$ cat src/rtl/reg_file_param.sv
// ---------------------------------------------------------------------------
// reg_file_param
//   Parametrised two-read / one-write CPU register file with:
//     - optional hard-wired zero register (ZERO_REG)
//     - optional write-to-read bypass (BYPASS)
//     - per-register pending scoreboard for load-use detection
//     - a DEPTH-cycle sequenced CLEAR that wipes the file without RESET
//
// Ports
//   CLOCK        in   system clock, rising edge
//   RESET        in   asynchronous active-high reset
//   OUT1ADDRESS  in   read port 1 address
//   OUT2ADDRESS  in   read port 2 address
//   INADDRESS    in   write address
//   IN           in   write data
//   WRITE        in   write enable
//   BUSYWAIT     in   memory stall; blocks writes and pending-set
//   CLEAR        in   start the sequenced clear
//   PEND_SET     in   mark PEND_ADDR as awaiting a result
//   PEND_ADDR    in   register to mark pending
//   OUT1/OUT2    out  read data
//   OUT1_PEND    out  pending bit of OUT1ADDRESS
//   OUT2_PEND    out  pending bit of OUT2ADDRESS
//   CLR_BUSY     out  high while the clear sequence runs
// ---------------------------------------------------------------------------
module reg_file_param #(
    parameter int DATA_WIDTH = 8,
    parameter int ADDR_WIDTH = 3,
    parameter int ZERO_REG   = 0,
    parameter int BYPASS     = 0
) (
    input  logic                  CLOCK,
    input  logic                  RESET,
    input  logic [ADDR_WIDTH-1:0] OUT1ADDRESS,
    input  logic [ADDR_WIDTH-1:0] OUT2ADDRESS,
    input  logic [ADDR_WIDTH-1:0] INADDRESS,
    input  logic [DATA_WIDTH-1:0] IN,
    input  logic                  WRITE,
    input  logic                  BUSYWAIT,
    input  logic                  CLEAR,
    input  logic                  PEND_SET,
    input  logic [ADDR_WIDTH-1:0] PEND_ADDR,
    output logic [DATA_WIDTH-1:0] OUT1,
    output logic [DATA_WIDTH-1:0] OUT2,
    output logic                  OUT1_PEND,
    output logic                  OUT2_PEND,
    output logic                  CLR_BUSY
);

    localparam int DEPTH = 1 << ADDR_WIDTH;
    localparam logic [ADDR_WIDTH-1:0] LAST_IDX = ADDR_WIDTH'(DEPTH - 1);

    typedef enum logic {
        ST_IDLE     = 1'b0,
        ST_CLEARING = 1'b1
    } state_t;

    state_t                  r_state;
    logic [ADDR_WIDTH-1:0]   r_clr_idx;
    logic                    r_clr_busy;
    logic [DATA_WIDTH-1:0]   r_regs [DEPTH];
    logic [DEPTH-1:0]        r_pend;

    logic                    w_idle;
    logic                    w_commit;
    logic                    w_pend_set;

    assign w_idle = (r_state == ST_IDLE);

    // RESET is folded in so the bypass path cannot forward IN while the
    // file is being held in reset.
    assign w_commit = WRITE && !BUSYWAIT && w_idle && !RESET &&
                      !((ZERO_REG != 0) && (INADDRESS == '0));

    assign w_pend_set = PEND_SET && !BUSYWAIT && w_idle &&
                        !((ZERO_REG != 0) && (PEND_ADDR == '0));

    // -----------------------------------------------------------------------
    // Clear sequencer. Termination compares against the last index rather
    // than waiting for the counter to wrap, so duration is exactly DEPTH.
    // -----------------------------------------------------------------------
    // NOTE: sequential state uses non-blocking (<=) so every flop samples
    // pre-edge values regardless of block ordering.
    always_ff @(posedge CLOCK or posedge RESET) begin
        if (RESET) begin
            r_state    <= ST_IDLE;
            r_clr_idx  <= '0;
            r_clr_busy <= 1'b0;
        end else begin
            case (r_state)
                ST_IDLE: begin
                    if (CLEAR) begin
                        r_state    <= ST_CLEARING;
                        r_clr_idx  <= '0;
                        r_clr_busy <= 1'b1;
                    end
                end
                ST_CLEARING: begin
                    r_clr_idx <= r_clr_idx + 1'b1;
                    if (r_clr_idx == LAST_IDX) begin
                        r_state    <= ST_IDLE;
                        r_clr_busy <= 1'b0;
                    end
                end
                default: begin
                    r_state    <= ST_IDLE;
                    r_clr_busy <= 1'b0;
                end
            endcase
        end
    end

    assign CLR_BUSY = r_clr_busy;

    // -----------------------------------------------------------------------
    // Register array and pending scoreboard.
    // -----------------------------------------------------------------------
    // NOTE: the array must read as zero during RESET, so it is built from
    // resettable flops rather than an inferred RAM macro.
    always_ff @(posedge CLOCK or posedge RESET) begin
        if (RESET) begin
            for (int i = 0; i < DEPTH; i++) begin
                r_regs[i] <= '0;
            end
            r_pend <= '0;
        end else if (r_state == ST_CLEARING) begin
            // WRITE, PEND_SET and CLEAR are deliberately dropped here.
            r_regs[r_clr_idx] <= '0;
            r_pend[r_clr_idx] <= 1'b0;
        end else begin
            if (w_commit) begin
                r_regs[INADDRESS] <= IN;
                r_pend[INADDRESS] <= 1'b0;
            end
            // Placed after the commit so a same-address set wins.
            if (w_pend_set) begin
                r_pend[PEND_ADDR] <= 1'b1;
            end
        end
    end

    // -----------------------------------------------------------------------
    // Read ports
    // -----------------------------------------------------------------------
    // NOTE: every output of this block gets a default first, so no path
    // leaves a value unassigned and no latch is inferred.
    always_comb begin
        OUT1      = r_regs[OUT1ADDRESS];
        OUT1_PEND = r_pend[OUT1ADDRESS];
        OUT2      = r_regs[OUT2ADDRESS];
        OUT2_PEND = r_pend[OUT2ADDRESS];

        if ((ZERO_REG != 0) && (OUT1ADDRESS == '0)) begin
            OUT1      = '0;
            OUT1_PEND = 1'b0;
        end
        if ((ZERO_REG != 0) && (OUT2ADDRESS == '0)) begin
            OUT2      = '0;
            OUT2_PEND = 1'b0;
        end

        // w_commit already excludes the zero register, so the bypass can
        // never override the hard-wired zero above.
        if ((BYPASS != 0) && w_commit && (INADDRESS == OUT1ADDRESS)) begin
            OUT1      = IN;
            OUT1_PEND = 1'b0;
        end
        if ((BYPASS != 0) && w_commit && (INADDRESS == OUT2ADDRESS)) begin
            OUT2      = IN;
            OUT2_PEND = 1'b0;
        end
    end

endmodule

$ cat config.mk
export PLATFORM = sky130hd
export DESIGN_NAME = reg_file_param
export DESIGN_NICKNAME = d
export VERILOG_FILES = /design/src/rtl/reg_file_param.sv
export SDC_FILE = /design/constraint.sdc
export NUM_CORES = 1
export LEC_CHECK = 0
export ABC_AREA = 1
export BUFFER_PORTS_ARGS = -buffer_cell sky130_fd_sc_hd__buf_4
export CAP_MARGIN = 20
export CORE_ASPECT_RATIO = 1.75
export CORE_UTILIZATION = 55
export DETAILED_ROUTE_END_ITERATION = 8
export PLACE_DENSITY = 0.78
export SKIP_CTS_REPAIR_TIMING = 1
export SYNTH_ARGS = -nofsm -noshare
export SYNTH_HDL_FRONTEND = slang
export SYNTH_SLANG_ARGS = --single-unit
$ cat constraint.sdc
create_clock -name CLOCK -period 1.3 [get_ports CLOCK]
set_input_delay 0.065 -clock CLOCK [delete_from_list [all_inputs] [get_ports CLOCK]]
set_output_delay 0.065 -clock CLOCK [all_outputs]
set_load 0.01 [all_outputs]
==> results of run 1 <==
## critical path: stages (launching register included)
cell     delay (ns)
dfrtp_1        0.40
inv_2          0.09
nand2_2        0.06
nand3_2        0.08
nand2_2        0.10
nand2_2        0.08
nand2_2        0.06
buf_6          0.11
## layout make-up
cell class	instances	area, um^2	share of cell area
clock inverter	5	100	0.0146
inverter	95	362	0.0529
tap	117	146	0.0214
sequential	77	1930	0.282
multi-input combinational	594	3030	0.443
clock buffer	10	229	0.0335
timing repair buffer	117	1040	0.153
## logic make-up (layout without fill, tap and decap cells)
family / Yosys count / in the layout / share of synthesized area
AND/OR/NAND/NOR: 586 / 586 / 0.506
buffers and inverters: 127 / 227 / 0.0998
flip-flops: 77 / 77 / 0.382
AO/OA/AOI/OAI: 6 / 6 / 0.00645
adder cells (fa/ha/maj): 2 / 2 / 0.00496
## where the power goes
part	internal, uW	switching [uW]	total (uW)
registers	2690	287	2980
clock network	1860	956	2810
logic	998	1720	2710
## worst min-delay path by stage
stage / start / endpoint / slack (ns)
final: RESET / r_regs[7]$_DFFE_PP0P_ / -0.05
after global routing: RESET / r_regs[2]$_DFFE_PP0P_ / 0.02
after CTS: RESET / CLR_BUSY$_DFFE_PP0P_ / -0.15
after detailed placement: RESET / CLR_BUSY$_DFFE_PP0P_ / 0.20
after global placement: RESET / CLR_BUSY$_DFFE_PP0P_ / 0.19
after floorplan: RESET / CLR_BUSY$_DFFE_PP0P_ / 0.02
## metrics by stage
stage / hold slack, ns / util / instances
after floorplan: 0.0167 / - / 798
after global placement: 0.191 / 0.644 / 956
after detailed placement: 0.201 / 0.644 / 956
after CTS: -0.154 / 0.681 / 971
after global routing: 0.0212 / 0.779 / 1015
final: -0.0480 / 0.779 / 1015
## cells in the final DEF, fill, tap and decap left out, drive strengths merged, types with 3 or more instances in the layout
master and count:
clkinv 6, a21oi 3, nand2 409, nand3 151
dfrtp 77, inv 91, buf 115, nor2 25
clkbuf 10, bufinv 3
## state kept, by name, indices dropped and copies added, names as in the netlist
signal and cells:
r_regs 64, r_pend 8, r_clr_idx 3, CLR_BUSY 1
r_state 1
## routing by layer
layer | vias to the layer above | track usage | routed length (um)
li1 | 2633 | - | -
met1 | 2741 | 0.447 | 6720
met2 | 390 | 0.581 | 9250
met3 | 89 | 0.0587 | 1520
met4 | 0 | 0.171 | 1130
met5 | - | 0 | 0
==> results_dict.tcl, run 1 <==
set metrics [dict create \
    ys_seq_area_frac 0.382 \
    dp_hpwl_um 11800 \
    nNetsFinal 922 \
    io_buffer_count 44 \
    core.rowCount 45 \
    path_clk_slew_ns 0.06 \
    fin_crit_sh 1.07 \
    core_area_mm2 0.00878 \
    maxCapViolCount 0 \
    worst_pin_slew_ns 0.658 \
    fin_area_mm2 0.00684 \
    insertion_delay_ns 0.35 \
    yosysMostFrequentCell "nand2_1" \
    grt_pass1_vias 4979 \
    antenna_cells 0 \
    cts_tree "built" \
    drt_iter0_drc 825 \
    synth_warnings 0 \
    rsz0062_at_grt "yes" \
    die_w_um 74.4 \
    synth-edff-count 0 \
    worst_slack_ns -0.0848 \
    antenna_found_initial 0 \
    grt_overflow_total 0 \
    ir_worst_vdd_v 0.00151 \
    areaGrowthSynthToFinish_pct 35.7 \
    worstReg2RegStart "r_state$_DFF_PP0_" \
    regToRegSetupSlack_ns -0.05 \
    min_path_type "input port to asynchronous set/reset pin" \
    vias 5853 \
    start_util 0.574 \
    critical_path_class "register to primary output" \
    synth_cell_types 20 \
    skew_ns 0.00872 \
    dr.pass1.iters 6 \
    endpoint_kind "primary output" \
    clkSinkCount 77 \
    status "finished, violations left" \
    ys_ff_latch 77 \
    synthCells 798 \
    p_per_area_mw_per_mm2 1240 \
    max_freq_ghz 0.722 \
    synth_nets 826 \
    worstPathRequired_ns 1.24 \
    cp.arrival_ns 1.32 \
    setup_tns_ns -1.66 \
    clockRootBuffer "clkbuf_16" \
    die_h_um 129 \
    drive_gt1_frac 0.350 \
    r2r_end "r_regs[50]$_DFFE_PP0P_" \
    hold_viol 51 \
    grt_start_max_net_pins 52 \
    wire_per_inst_um 18.3 \
    syn_avg_cell_area_um2 6.32 \
    p_total_uw 8510 \
    synth_top_area_share 0.382 \
    slew_viol_final 0 \
    worst_setup_path_start_kind "register" \
    synth_ff_type "dfrtp_1" \
    pre_cts_ws_ns 0.00622 \
    worst_hold_slack_ns -0.0480 \
    fillers 657 \
    clock_path_buffers 2 \
    ios 45 \
    maxSlewHeadroom 0.561 \
    path_max_fanout 2 \
    setup_viol 49 \
    postPlaceCellArea_mm2 0.00566 \
    startpoint "r_regs[44]$_DFFE_PP0P_" \
    drc 0 \
    grt_pass1_wl_um 25200 \
    ctsHtreeMaxLevel 3 \
    p_leak_uw 0.00411 \
    die_area_mm2 0.00956 \
    viasPerCell 5.77 \
    synth_area_leaders "dfrtp_1, nand2_1, nand3_1" \
    ant_nets 0 \
    track_usage 0.355 \
    netlist_area_mm2 0.00504 \
    period_minus_slack_ns 1.38 \
    r2r_cells 7 \
    drt-total-wl_um 18600 \
    cp-endpoint "OUT1[4]" \
    place.gp.congestion 0.900 \
    synth.largest_area_cell "dfrtp_1" \
    synthTopCellsByCount "nand2_1, nand3_1, inv_1, dfrtp_1, nor2_1" \
    async_flop_share 1.00 \
    violations "negative hold slack, negative setup slack" \
    cts_buffers 9 \
]
Power figures use the tool's default switching activity.
==> run 2, diff against run 1 <==
- MAX_ROUTING_LAYER: unset -> met4
==> results_dict.tcl, run 2 (same netlist as run 1, synthesis figures left out) <==
set metrics [dict create \
    maxSlewHeadroom 0.608 \
    areaGrowthSynthToFinish_pct 32.0 \
    rsz0062_at_grt "yes" \
    setup_viol 65 \
    min_path_type "input port to register" \
    ant_nets 0 \
    endpoint_kind "register" \
    worst_slack_ns -0.103 \
    ctsHtreeMaxLevel 3 \
    clock_path_buffers 2 \
    worstPathRequired_ns 1.58 \
    dp_hpwl_um 11600 \
    worstPathCellList "buf_6 > nor2_8 > nand3_4 > buf_12 > nor2_8 > nand2_1 > nand2_1" \
    drt-total-wl_um 17700 \
    grt_pass1_vias 4892 \
    final_cell_mix "nand2_1, nand3_1, dfrtp_1" \
    antenna_found_initial 0 \
    fin_area_mm2 0.00665 \
    io_buffer_count 44 \
    critical_path_class "register to register" \
    hold_viol 0 \
    place.gp.congestion 0.934 \
    status "finished, violations left" \
    grt_pass1_wl_um 24500 \
    path_clk_slew_ns 0.06 \
    p_leak_uw 0.00400 \
    pwr-share-comb 0.330 \
    dr.pass1.iters 6 \
    core_area_mm2 0.00878 \
    antenna_cells 0 \
    largest_register_ffs 64 \
    start_util 0.574 \
    cts_tree "built" \
    grt_overflow_total 0 \
    worst_setup_path_start_kind "register" \
    die_h_um 129 \
    drt_iter0_drc 655 \
    cp.arrival_ns 1.68 \
    die_area_mm2 0.00956 \
    p_switching_uw 2930 \
    path_max_fanout 8 \
    grt_start_max_net_pins 46 \
    core.rowCount 45 \
    cp-endpoint "r_regs[27]$_DFFE_PP0P_" \
    p_per_area_mw_per_mm2 1230 \
    postPlaceCellArea_mm2 0.00566 \
    maxCapViolCount 0 \
    cts_buffers 9 \
    p_total_uw 8200 \
    slowest_stage "dfrtp_1" \
    die_w_um 74.4 \
    ir_worst_vdd_v 0.00144 \
    period_minus_slack_ns 1.40 \
    slew_viol_final 0 \
    vias 5623 \
    dr.max_layer_used "met4" \
    regArea_mm2 0.00193 \
    final_util 0.758 \
    drive_gt1_frac 0.313 \
    drc 0 \
    drt-met1-wl_um 6450 \
    final_common_cell "nand2_1" \
    max_freq_ghz 0.713 \
    top_register "r_regs" \
    ios 45 \
    nNetsFinal 914 \
    seqPwrFrac 0.361 \
    fin_crit_sh 1.08 \
    internal-power_uw 5270 \
    startpoint "r_state$_DFF_PP0_" \
    swShare 0.357 \
    worst_pin_slew_ns 0.588 \
    fillers 697 \
    clkSinkCount 77 \
    regToRegSetupSlack_ns -0.10 \
    r2r_end "r_regs[27]$_DFFE_PP0P_" \
    viasPerCell 5.58 \
    clockRootBuffer "clkbuf_16" \
    slowest_delay_ns 0.40 \
    violations "negative setup slack" \
    worstHoldPathCells 3 \
    reg.largest.list "r_regs x64, r_pend x8, r_clr_idx x3" \
    wire_per_inst_um 17.5 \
    skew_ns 0.00518 \
    met3WireLength_um 1290 \
    track_usage 0.356 \
    wl_met2_um 8940 \
    power.share.clock 0.309 \
    r2r_cells 7 \
    insertion_delay_ns 0.34 \
    worstReg2RegStart "r_state$_DFF_PP0_" \
    multiInputGateArea_mm2 0.00294 \
]
-- run 2: cell types whose count changed in the layout (fill, tap and decap cells not counted), moves of 3 or more --
cell / delta
nand3_1: +10
nor2_1: +3
nand2_2: -5
clkinvlp_4: +4
nand2_4: -3
inv_1: +7
inv_2: -7
buf_4: -4
nand3_2: -10
nand2_1: +8
-- run 2: worst min path at each step --
| stage | start | endpoint | slack, ns |
|---|---|---|---|
| final | CLEAR | r_clr_idx[0]$_DFFE_PP0P_ | 0.03 |
| after global routing | CLEAR | r_clr_idx[0]$_DFFE_PP0P_ | 0.04 |
| after CTS | RESET | r_regs[7]$_DFFE_PP0P_ | -0.13 |
| after detailed placement | RESET | r_regs[7]$_DFFE_PP0P_ | 0.23 |
| after global placement | RESET | r_regs[7]$_DFFE_PP0P_ | 0.22 |
| after floorplan | RESET | CLR_BUSY$_DFFE_PP0P_ | 0.02 |
-- run 2: layout make-up --
class / instances / share of cell area
multi-input cells: 594 / 0.441
flip-flops and latches: 77 / 0.290
repair buffers: 109 / 0.147
inverters: 95 / 0.0543
clock buffers: 11 / 0.0365
well taps: 117 / 0.0220
clock inverters: 5 / 0.00903
-- run 2: layer usage --
layer	up-vias	track usage
li1	2620	-
met1	2627	0.441
met2	303	0.587
met3	73	0.0454
met4	0	0.131
met5	-	-
-- run 2: worst max-delay path, delay by kind of cell (launching register included) --
| family | cells | cell delay, ns |
|---|---|---|
| flip-flops | 1 | 0.40 |
| AND/OR/NAND/NOR | 5 | 0.60 |
| buffers and inverters | 2 | 0.33 |
-- run 2: stage by stage --
step	setup TNS (ns)	setup WS, ns	hold WS, ns	instances
floorplan	-1.60	-0.0250	0.0167	798
global placement	0	0.0253	0.221	956
detailed placement	-0.0272	-0.00797	0.227	956
CTS	-1.75	-0.119	-0.130	972
global route	-6.29	-0.146	0.0392	1008
finish	-2.67	-0.103	0.0311	1008
-- run 2: power by group through the flow --
stage                     logic, uW  clock network (uW)  registers (uW)
after global routing           2950                2620            2980
after detailed placement       2170                   0            2960
after CTS                      2190                2500            2920
final                          2710                2530            2960
after global placement         2110                   0            2950
after floorplan                1420                   0            2880
==> run 3, diff against run 2 <==
- SKIP_LAST_GASP: unset -> 1
==> results_dict.tcl, run 3 (same netlist as run 1, synthesis figures left out) <==
set metrics [dict create \
    worst_hold_slack_ns 0.0150 \
    io_buffer_count 44 \
    ios 45 \
    drt-total-wl_um 17200 \
    dp_hpwl_um 11600 \
    cts_buffers 9 \
    maxSlewHeadroom 0.603 \
    path_max_fanout 2 \
    postPlaceCellArea_mm2 0.00566 \
    antenna_cells 0 \
    clock_path_buffers 2 \
    place.gp.congestion 0.934 \
    cp.arrival_ns 1.33 \
    r2r_end "r_regs[27]$_DFFE_PP0P_" \
    wire_per_inst_um 17.1 \
    maxCapViolCount 0 \
    pre_cts_ws_ns -0.00797 \
    die_h_um 129 \
    die_w_um 74.4 \
    grt_pass1_vias 4892 \
    areaGrowthSynthToFinish_pct 31.8 \
    seqPwrFrac 0.362 \
    pwr-share-comb 0.330 \
    fin_crit_sh 1.07 \
    hold_path_end "CLR_BUSY$_DFFE_PP0P_" \
    core.rowCount 45 \
    min_path_type "input port to register" \
    final_cell_mix "nand2_1, nand3_1, dfrtp_1" \
    period_minus_slack_ns 1.39 \
    nNetsFinal 914 \
    vias 5625 \
    grt_overflow_total 0 \
    p_leak_uw 0.00399 \
    worstPathRequired_ns 1.24 \
    worst_pin_slew_ns 0.596 \
    antenna_found_initial 0 \
    insertion_delay_ns 0.34 \
    slew_viol_final 0 \
    max_freq_ghz 0.717 \
    skew_ns 0.00503 \
    clkSinkCount 77 \
    worstReg2RegStart "r_state$_DFF_PP0_" \
    final_util 0.756 \
    grt_start_max_net_pins 46 \
    status "finished, violations left" \
    largest_register_ffs 64 \
    fin_area_mm2 0.00664 \
    ctsHtreeMaxLevel 3 \
    dr.pass1.iters 5 \
    hold_viol 0 \
    worst_setup_path_start_kind "register" \
    p_switching_uw 2900 \
    clockRootBuffer "clkbuf_16" \
    cts_tree "built" \
    drc 0 \
    r2r_cells 7 \
    hold_start "CLEAR" \
    viasPerCell 5.58 \
    regToRegSetupSlack_ns -0.08 \
    setup_viol 64 \
    rsz0062_at_grt "yes" \
    endpoint_kind "primary output" \
    reg.largest.list "r_regs x64, r_pend x8, r_clr_idx x3" \
    ant_nets 0 \
    start_util 0.574 \
    swShare 0.355 \
    grt_pass1_wl_um 24500 \
    power.share.clock 0.308 \
    worstHoldPathCells 3 \
    violations "negative setup slack" \
    core_area_mm2 0.00878 \
    p_per_area_mw_per_mm2 1230 \
    drive_gt1_frac 0.311 \
    drt_iter0_drc 639 \
    final_common_cell "nand2_1" \
    track_usage 0.356 \
    top_register "r_regs" \
    worst_slack_ns -0.0948 \
    ir_worst_vdd_v 0.00152 \
    die_area_mm2 0.00956 \
    critical_path_class "register to primary output" \
    path_clk_slew_ns 0.06 \
    internal-power_uw 5270 \
]
-- run 3: final cells by class --
| class | instances | area, um^2 |
|---|---|---|
| clock buffer | 11 | 243 |
| clock inverter | 5 | 60.1 |
| fill | 700 | 2140 |
| inverter | 95 | 362 |
| multi-input combinational | 594 | 2930 |
| sequential | 77 | 1930 |
| tap | 117 | 146 |
| timing repair buffer | 109 | 977 |
-- run 3: layer usage --
layer / vias up / track usage / part of all wire
met2: 293 / 0.587 / 0.51
met3: 58 / 0.0454 / 0.071
li1: 2627 / - / -
met5: - / - / 0
met1: 2647 / 0.441 / 0.38
met4: 0 / 0.131 / 0.044
-- run 3: power groups by stage --
stage	combinational (uW)	clock (uW)	sequential, uW
finish	2690	2520	2960
global route	2930	2610	2980
CTS	2190	2500	2920
detailed placement	2170	0	2960
global placement	2110	0	2950
floorplan	1420	0	2880
-- run 3: per-stage QoR --
step	instances	setup TNS, ns	power [uW]
after floorplan	798	-1.60	4300
final	1008	-2.56	8160
after global placement	956	0	5060
after global routing	1008	-6.20	8520
after detailed placement	956	-0.0272	5130
after CTS	972	-1.75	7610
-- run 3: how the worst max path moves through the flow --
stage	endpoint	depth (start not counted)	startpoint	slack [ns]
global route	OUT2[0]	7	r_regs[56]$_DFFE_PP0P_	-0.15
global placement	r_regs[21]$_DFFE_PP0P_	7	r_state$_DFF_PP0_	0.03
floorplan	r_regs[0]$_DFFE_PP0P_	6	r_state$_DFF_PP0_	-0.03
detailed placement	r_regs[40]$_DFFE_PP0P_	7	r_state$_DFF_PP0_	-0.008
finish	OUT2[0]	7	r_regs[48]$_DFFE_PP0P_	-0.09
CTS	OUT2[7]	7	r_regs[7]$_DFFE_PP0P_	-0.12
-- run 3: critical path: stages (launching register included) --
cell and delay (ns):
dfrtp_1 0.42, inv_1 0.09, nand2_1 0.05, nand3_1 0.08, nand2_1 0.08, nand2_1 0.06
nand2_1 0.08, buf_6 0.12
